[src/rtl/sc_proc_elem_p.sv]
// rtl/sc_proc_elem_p.sv - serial-commutator radix-2 FFT processing element
// Pairs consecutive valid input beats (a, b) and emits y0 = a+b followed by
// y1 = (a-b)*W on the next cycle; y0 appears 3 cycles after the b beat.
// Ports:
//   clk, rst_n               clock (rising edge), asynchronous active-low reset
//   in_valid, in_sop         input beat qualifier, frame start (forces an a beat)
//   in_re, in_im             input sample, signed DATA_W
//   tw_re, tw_im, tw_bypass  twiddle Q1.(TW_W-1) and rotation bypass, taken on b beats
//   out_valid, out_sop       output beat qualifier, first y0 of a frame
//   out_re, out_im, out_ovf  output sample and per-beat saturation flag
//   ovf_sticky               any out_ovf since reset
module sc_proc_elem_p #(
  parameter int DATA_W          = 16,
  parameter int TW_W            = 16,
  parameter int SCALE           = 1,
  parameter int INCLUDE_ROTATOR = 1
) (
  input  logic                     clk,
  input  logic                     rst_n,
  input  logic                     in_valid,
  input  logic                     in_sop,
  input  logic signed [DATA_W-1:0] in_re,
  input  logic signed [DATA_W-1:0] in_im,
  input  logic signed [TW_W-1:0]   tw_re,
  input  logic signed [TW_W-1:0]   tw_im,
  input  logic                     tw_bypass,
  output logic                     out_valid,
  output logic                     out_sop,
  output logic signed [DATA_W-1:0] out_re,
  output logic signed [DATA_W-1:0] out_im,
  output logic                     out_ovf,
  output logic                     ovf_sticky
);
  localparam int SW = DATA_W + 1;        // butterfly sum/difference width
  localparam int MW = DATA_W + TW_W;     // single product width
  localparam int PW = MW + 1;            // product sum width

  localparam logic signed [DATA_W-1:0] MAX_V = {1'b0, {(DATA_W-1){1'b1}}};
  localparam logic signed [DATA_W-1:0] MIN_V = {1'b1, {(DATA_W-1){1'b0}}};
  localparam logic signed [PW-1:0]     RND   = {{(PW-1){1'b0}}, 1'b1} << (TW_W - 2);

  // Returns {ovf, value}: halve with round-half-up, or saturate when unscaled.
  function automatic logic [DATA_W:0] cond_bfly(input logic signed [SW-1:0] x);
    logic signed [SW-1:0] xp;
    xp = x + {{(SW-1){1'b0}}, 1'b1};
    if (SCALE != 0)
      cond_bfly = {1'b0, xp[SW-1:1]};
    else if (x[SW-1] != x[SW-2])
      cond_bfly = {1'b1, (x[SW-1] ? MIN_V : MAX_V)};
    else
      cond_bfly = {1'b0, x[DATA_W-1:0]};
  endfunction

  // Returns {ovf, value}: round, drop TW_W-1 fraction bits, saturate to DATA_W.
  function automatic logic [DATA_W:0] cond_rot(input logic signed [PW-1:0] p);
    logic signed [PW-1:0] r;
    r = p + RND;
    // The shifted result fits when its bits above DATA_W-1 are all sign copies.
    if ((&r[PW-1:MW-2]) || !(|r[PW-1:MW-2]))
      cond_rot = {1'b0, r[MW-2:TW_W-1]};
    else
      cond_rot = {1'b1, (r[PW-1] ? MIN_V : MAX_V)};
  endfunction

  // ---------------- pairing ----------------
  logic                     parity_q, parity_d;   // 1: next valid beat is a b beat
  logic                     a_sop_q, a_sop_d;
  logic signed [DATA_W-1:0] a_re_q, a_re_d, a_im_q, a_im_d;
  logic                     b_beat;

  always_comb begin
    parity_d = parity_q;
    a_sop_d  = a_sop_q;
    a_re_d   = a_re_q;
    a_im_d   = a_im_q;
    b_beat   = 1'b0;
    if (in_valid) begin
      // A new sop overwrites any pending a, which is thereby discarded.
      if (in_sop || !parity_q) begin
        parity_d = 1'b1;
        a_sop_d  = in_sop;
        a_re_d   = in_re;
        a_im_d   = in_im;
      end else begin
        parity_d = 1'b0;
        b_beat   = 1'b1;
      end
    end
  end

  // ---------------- stage 1: butterfly ----------------
  logic signed [SW-1:0] sum_re, sum_im, dif_re, dif_im;
  logic [DATA_W:0]      cs_re, cs_im, cd_re, cd_im;

  assign sum_re = {a_re_q[DATA_W-1], a_re_q} + {in_re[DATA_W-1], in_re};
  assign sum_im = {a_im_q[DATA_W-1], a_im_q} + {in_im[DATA_W-1], in_im};
  assign dif_re = {a_re_q[DATA_W-1], a_re_q} - {in_re[DATA_W-1], in_re};
  assign dif_im = {a_im_q[DATA_W-1], a_im_q} - {in_im[DATA_W-1], in_im};
  assign cs_re  = cond_bfly(sum_re);
  assign cs_im  = cond_bfly(sum_im);
  assign cd_re  = cond_bfly(dif_re);
  assign cd_im  = cond_bfly(dif_im);

  logic                     v1_q, sop1_q, ovf_s1_q, ovf_d1_q, byp1_q;
  logic signed [DATA_W-1:0] s_re1_q, s_im1_q, d_re1_q, d_im1_q;
  logic signed [TW_W-1:0]   twr1_q, twi1_q;

  // ---------------- stage 2: complex multiply ----------------
  logic signed [MW-1:0] m_rr, m_ii, m_ri, m_ir;
  logic signed [PW-1:0] prod_re, prod_im;

  assign m_rr = $signed({{TW_W{d_re1_q[DATA_W-1]}}, d_re1_q}) * $signed({{DATA_W{twr1_q[TW_W-1]}}, twr1_q});
  assign m_ii = $signed({{TW_W{d_im1_q[DATA_W-1]}}, d_im1_q}) * $signed({{DATA_W{twi1_q[TW_W-1]}}, twi1_q});
  assign m_ri = $signed({{TW_W{d_re1_q[DATA_W-1]}}, d_re1_q}) * $signed({{DATA_W{twi1_q[TW_W-1]}}, twi1_q});
  assign m_ir = $signed({{TW_W{d_im1_q[DATA_W-1]}}, d_im1_q}) * $signed({{DATA_W{twr1_q[TW_W-1]}}, twr1_q});
  assign prod_re = {m_rr[MW-1], m_rr} - {m_ii[MW-1], m_ii};
  assign prod_im = {m_ri[MW-1], m_ri} + {m_ir[MW-1], m_ir};

  logic                     v2_q, sop2_q, ovf_s2_q, ovf_d2_q, byp2_q;
  logic signed [DATA_W-1:0] s_re2_q, s_im2_q, d_re2_q, d_im2_q;
  logic signed [PW-1:0]     p_re2_q, p_im2_q;

  // ---------------- stage 3: round/saturate and output sequencing ----------------
  logic [DATA_W:0]          cr_re, cr_im;
  logic signed [DATA_W-1:0] y1_re, y1_im;
  logic                     y1_ovf;

  assign cr_re  = cond_rot(p_re2_q);
  assign cr_im  = cond_rot(p_im2_q);
  assign y1_re  = byp2_q ? d_re2_q : cr_re[DATA_W-1:0];
  assign y1_im  = byp2_q ? d_im2_q : cr_im[DATA_W-1:0];
  assign y1_ovf = ovf_d2_q | (!byp2_q & (cr_re[DATA_W] | cr_im[DATA_W]));

  logic                     out_valid_q, out_valid_d, out_sop_q, out_sop_d;
  logic                     out_ovf_q, out_ovf_d, sticky_q, sticky_d;
  logic signed [DATA_W-1:0] out_re_q, out_re_d, out_im_q, out_im_d;
  logic                     hold_v_q, hold_v_d, hold_ovf_q, hold_ovf_d;
  logic signed [DATA_W-1:0] hold_re_q, hold_re_d, hold_im_q, hold_im_d;

  always_comb begin
    out_valid_d = 1'b0;
    out_sop_d   = 1'b0;
    out_ovf_d   = 1'b0;
    out_re_d    = '0;
    out_im_d    = '0;
    hold_v_d    = 1'b0;
    hold_ovf_d  = hold_ovf_q;
    hold_re_d   = hold_re_q;
    hold_im_d   = hold_im_q;
    if (v2_q) begin
      out_valid_d = 1'b1;
      out_sop_d   = sop2_q;
      out_ovf_d   = ovf_s2_q;
      out_re_d    = s_re2_q;
      out_im_d    = s_im2_q;
      hold_v_d    = 1'b1;
      hold_ovf_d  = y1_ovf;
      hold_re_d   = y1_re;
      hold_im_d   = y1_im;
    end else if (hold_v_q) begin
      out_valid_d = 1'b1;
      out_ovf_d   = hold_ovf_q;
      out_re_d    = hold_re_q;
      out_im_d    = hold_im_q;
    end
    sticky_d = sticky_q | out_ovf_d;
  end

  always_ff @(posedge clk or negedge rst_n) begin
    if (!rst_n) begin
      parity_q <= 1'b0;  a_sop_q <= 1'b0;  a_re_q <= '0;  a_im_q <= '0;
      v1_q <= 1'b0;  sop1_q <= 1'b0;  ovf_s1_q <= 1'b0;  ovf_d1_q <= 1'b0;  byp1_q <= 1'b0;
      s_re1_q <= '0;  s_im1_q <= '0;  d_re1_q <= '0;  d_im1_q <= '0;  twr1_q <= '0;  twi1_q <= '0;
      v2_q <= 1'b0;  sop2_q <= 1'b0;  ovf_s2_q <= 1'b0;  ovf_d2_q <= 1'b0;  byp2_q <= 1'b0;
      s_re2_q <= '0;  s_im2_q <= '0;  d_re2_q <= '0;  d_im2_q <= '0;  p_re2_q <= '0;  p_im2_q <= '0;
      out_valid_q <= 1'b0;  out_sop_q <= 1'b0;  out_ovf_q <= 1'b0;  out_re_q <= '0;  out_im_q <= '0;
      hold_v_q <= 1'b0;  hold_ovf_q <= 1'b0;  hold_re_q <= '0;  hold_im_q <= '0;  sticky_q <= 1'b0;
    end else begin
      parity_q <= parity_d;  a_sop_q <= a_sop_d;  a_re_q <= a_re_d;  a_im_q <= a_im_d;
      v1_q <= b_beat;
      if (b_beat) begin
        sop1_q   <= a_sop_q;
        s_re1_q  <= cs_re[DATA_W-1:0];  s_im1_q <= cs_im[DATA_W-1:0];
        d_re1_q  <= cd_re[DATA_W-1:0];  d_im1_q <= cd_im[DATA_W-1:0];
        ovf_s1_q <= cs_re[DATA_W] | cs_im[DATA_W];
        ovf_d1_q <= cd_re[DATA_W] | cd_im[DATA_W];
        twr1_q   <= tw_re;  twi1_q <= tw_im;
        byp1_q   <= tw_bypass || (INCLUDE_ROTATOR == 0);
      end
      v2_q <= v1_q;
      if (v1_q) begin
        sop2_q  <= sop1_q;  ovf_s2_q <= ovf_s1_q;  ovf_d2_q <= ovf_d1_q;  byp2_q <= byp1_q;
        s_re2_q <= s_re1_q;  s_im2_q <= s_im1_q;  d_re2_q <= d_re1_q;  d_im2_q <= d_im1_q;
        p_re2_q <= prod_re;  p_im2_q <= prod_im;
      end
      out_valid_q <= out_valid_d;  out_sop_q <= out_sop_d;  out_ovf_q <= out_ovf_d;
      out_re_q <= out_re_d;  out_im_q <= out_im_d;
      hold_v_q <= hold_v_d;  hold_ovf_q <= hold_ovf_d;  hold_re_q <= hold_re_d;  hold_im_q <= hold_im_d;
      sticky_q <= sticky_d;
    end
  end

  assign out_valid  = out_valid_q;
  assign out_sop    = out_sop_q;
  assign out_re     = out_re_q;
  assign out_im     = out_im_q;
  assign out_ovf    = out_ovf_q;
  assign ovf_sticky = sticky_q;

endmodule

[config.mk]
export PLATFORM = sky130hd
export DESIGN_NAME = sc_proc_elem_p
export DESIGN_NICKNAME = d
export VERILOG_FILES = /design/src/rtl/sc_proc_elem_p.sv
export SDC_FILE = /design/constraint.sdc
export NUM_CORES = 2
export LEC_CHECK = 0
export ABC_AREA = 0
export CAP_MARGIN = 15
export CORE_MARGIN = 5
export CORE_UTILIZATION = 45
export DETAILED_ROUTE_END_ITERATION = 16
export PLACE_DENSITY = 0.68
export SYNTH_ARGS = -nofsm -noshare
export SYNTH_HDL_FRONTEND = slang
export SYNTH_SLANG_ARGS = --single-unit
[constraint.sdc]
create_clock -name clk -period 6.94 [get_ports clk]
set_input_delay 1.041 -clock clk [delete_from_list [all_inputs] [get_ports clk]]
set_output_delay 1.041 -clock clk [all_outputs]
set_load 0.03 [all_outputs]
==> reports/metrics.yaml <==
job:
  maxCapViolCount: 0
cells_and_area:
  drive_gt1_frac: 0.146
  areaGrowthSynthToFinish_pct: 16.8
  post-route-util: 0.527
  final_nets: 7699
floorplanning:
  io_pins: 105
  core-area_sq_um: 121000
  die_w_microns: 359
  rows: 128
  start_util: 0.451
  die_h_microns: 359
  dieArea_sq_um: 129000
synthesis:
  synth_top_area_frac: 0.430
  yosysSeqAreaShare: 0.141
  synth_flop_cell: "dfrtp_1"
  synth_edf_count: 0
  ys.warnings.count: 0
  synth_top_area_cell: "fa_1"
  syn_area_sq_um: 54700
  synth_area_leaders: "fa_1 (43%), dfrtp_1 (14%), inv_1 (9.4%)"
  synth_cells: 5674
  synth_cell_type_count: 65
  avgSynthCellArea_sq_um: 9.64
  synth-async-reset-ratio: 1.00
  ys_ff_latch: 308
  synth_nets: 7313
sta:
  rsz0062_at_grt: "yes"
  hold_viol_final: 0
  finalCritPeriodShare: 1.07
  fmax_ghz: 0.135
  relSlewSlack: 0.231
  tns_ps: -6900
  layout_setup_ws_ps: -469
  finalSetupViolCount: 32
  report.final.slew_viol_count: 0
  fin_worst_skew_ps: 22.8
  finalCriticalPeriod_ps: 7410
  worstMarginPinSlew_ps: 1150
  whs_ps: 465
critical_path:
  critPathMostFrequentCell: "fa_1"
  required_ps: 7390
  cp-end-kind: "flip-flop"
  critPathMaxFanout: 9
  critPathTopFamily: "adder cells"
  crit_path_top_delay_cell: "fa_2"
  cp.arrival_ps: 7860
  worst-r2r-setup-slack_ps: -470
  worstSetupPathType: "flip-flop to flip-flop"
  crit_buf_inv: 7
  start_kind: "flip-flop"
  slowest_delay_ps: 590
placed_design:
  buffer_ports.inserted: 104
  post-place-ws_ps: -738
  dp_hpwl_microns: 121000
  gp_congestion: 0.921
route:
  drc: 0
  postRouteAntennaNets: 0
  drt_wl_total_microns: 149000
  vias: 39300
  dr.pass1.iters: 5
  post_drt_wl_per_cell_microns: 19.3
  via_per_inst: 5.09
  drtIter0Drc: 2478
clock_network:
  clockBufferDepth: 3
  clkTransAtPathRegs_ps: 60
  cts_root_buf: "clkbuf_16"
  tritoncts: "yes"
  cts.sinks: 308
  cts_buffers: 36
  cts_max_level: 2
  clkLatencyLatePin_ps: 580
  cts-hold-fix-buffers: 0
global_route:
  grt_antenna_before_repair: 2
  grt_pass1_wl_microns: 240000
  grt_overflow: 0
  grt_pass1_vias: 43400
  grt_max_degree: 164
  grt_util_all_layers: 0.239
status:
  status: "finished, violations left"
  violations: "setup timing"
worst_hold_path:
  holdCritPathClass: "primary input to async pin"
[per-layer routing]
metal	share of wire	wire (microns)	global-route usage	vias up
li1	-	-	-	17500
met1	0.41	61800	0.320	20300
met2	0.48	71000	0.398	1127
met3	0.058	8640	0.0298	305
met4	0.051	7620	0.0981	2
met5	0.000087	13	0	-
[Yosys cell counts, types with 9 or more instances]
library cell  instances
xor2_1               43
o2bb2ai_1            15
nor3_1               24
nor2b_1              15
nand2b_1             39
a22o_1               33
and2_1              488
o21ai_0             150
clkbuf_1            246
a211oi_1              9
nand3_1              31
nor3b_1              12
ha_1                394
xnor2_1             103
and3_1               12
a21o_1               23
nand4_1              13
inv_1              1371
dfrtp_1             308
o31ai_1              12
nor2_1              118
nand2_1             728
fa_1               1176
o221ai_1             15
a31oi_1              14
a21oi_1              71
o21bai_1             10
mux2_2               97
[logic make-up (layout without fill, tap and decap cells)]
logic type | count (synthesis) | after routing | synth area share
buffers and inverters | 1628 | 2039 | 0.112
adder cells (fa/ha/maj) | 1570 | 1570 | 0.521
AND/OR/NAND/NOR | 1516 | 1516 | 0.135
AO/OA/AOI/OAI | 406 | 406 | 0.0481
flip-flops | 308 | 308 | 0.141
XOR/XNOR | 146 | 146 | 0.0234
multiplexers | 100 | 100 | 0.0206
other | 0 | 1 | 0
[worst register-to-register path, cell delays in order, from the launching register on]
cell and delay [ps]:
dfrtp_4 560, buf_6 160, buf_12 130, and2_1 160, fa_1 500, inv_1 60
fa_1 480, inv_1 60, fa_2 560, fa_1 450, fa_2 590, fa_2 430
fa_1 480, inv_1 50, fa_1 470, inv_1 60, ha_4 220, a21oi_4 180
o21ai_2 110, nor2b_1 140, or3_4 430, o31a_4 330, a221oi_4 260, buf_4 160
nand4b_1 100, o311ai_1 130
[registers in the layout (all words and copies together), names as in the netlist, 16 cells and up]
| register | cells |
|---|---|
| p_im2_q | 19 |
| p_re2_q | 19 |
| a_im_q | 16 |
| a_re_q | 16 |
| d_im1_q | 16 |
| d_im2_q | 16 |
| d_re1_q | 16 |
| d_re2_q | 16 |
| hold_im_q | 16 |
| hold_re_q | 16 |
| out_im | 16 |
| out_re | 16 |
| s_im1_q | 16 |
| s_im2_q | 16 |
| s_re1_q | 16 |
| s_re2_q | 16 |
| twi1_q | 16 |
| twr1_q | 16 |
[layout make-up]
cell class	instances	area, sq um
clock inverter	17	195
fill	10700	57400
antenna	1	2.50
inverter	1372	5170
tap	1625	2030
timing repair buffer	604	6020
clock buffer	46	998
sequential	308	7750
multi-input combinational	3738	41700
[metrics by stage]
stage	instance area [sq um]	instances
after global routing	63900	7710
after global placement	61000	7567
after detailed placement	61000	7567
after CTS	63000	7675
final	63900	7711
after floorplan	55000	5674
[final timing paths]
check / cells after the start / start / to
max: 25 / d_im1_q[10] / p_im2_q[32]
min: 1 / rst_n / out_im[7]
max reg2reg: 25 / d_im1_q[10] / p_im2_q[32]
min reg2reg: 1 / ovf_sticky / ovf_sticky
max in group asynchronous: 2 / rst_n / a_re_q[13]
min in group clk: 1 / ovf_sticky / ovf_sticky
[cell usage in the layout, fill, tap and decap left out, types with 27 or more instances in the layout]
cell             netlist  final
a21oi_1               71     56
buf_12                 0     74
nand2_1              728    711
fa_1                1176   1152
xnor2_1              103     96
nand2b_1              39     39
inv_2                  0     36
xor2_1                43     43
inv_1               1371   1330
o21ai_0              150    137
dfrtp_1              308    280
nor2_1               118    115
nand3_1               31     27
buf_4                  0    389
and2_1               488    468
clkdlybuf4s50_1        0    103
clkbuf_16              0     39
ha_1                 394    372
a22o_1                33     33
mux2_2                97     97
[what timing repair did]
action | 4_1_cts | 5_1_grt
hold endpoints to repair | 0 | 0
buffers inserted | 46 | 32
endpoints found under the setup margin | 38 | 38
gates cloned | 3 | 4
pin swaps | 54 | 74
resized for setup | 98 | 161
Power is not shown: default switching activity piles up to over one toggle a cycle in this logic, so the estimate is an artifact.
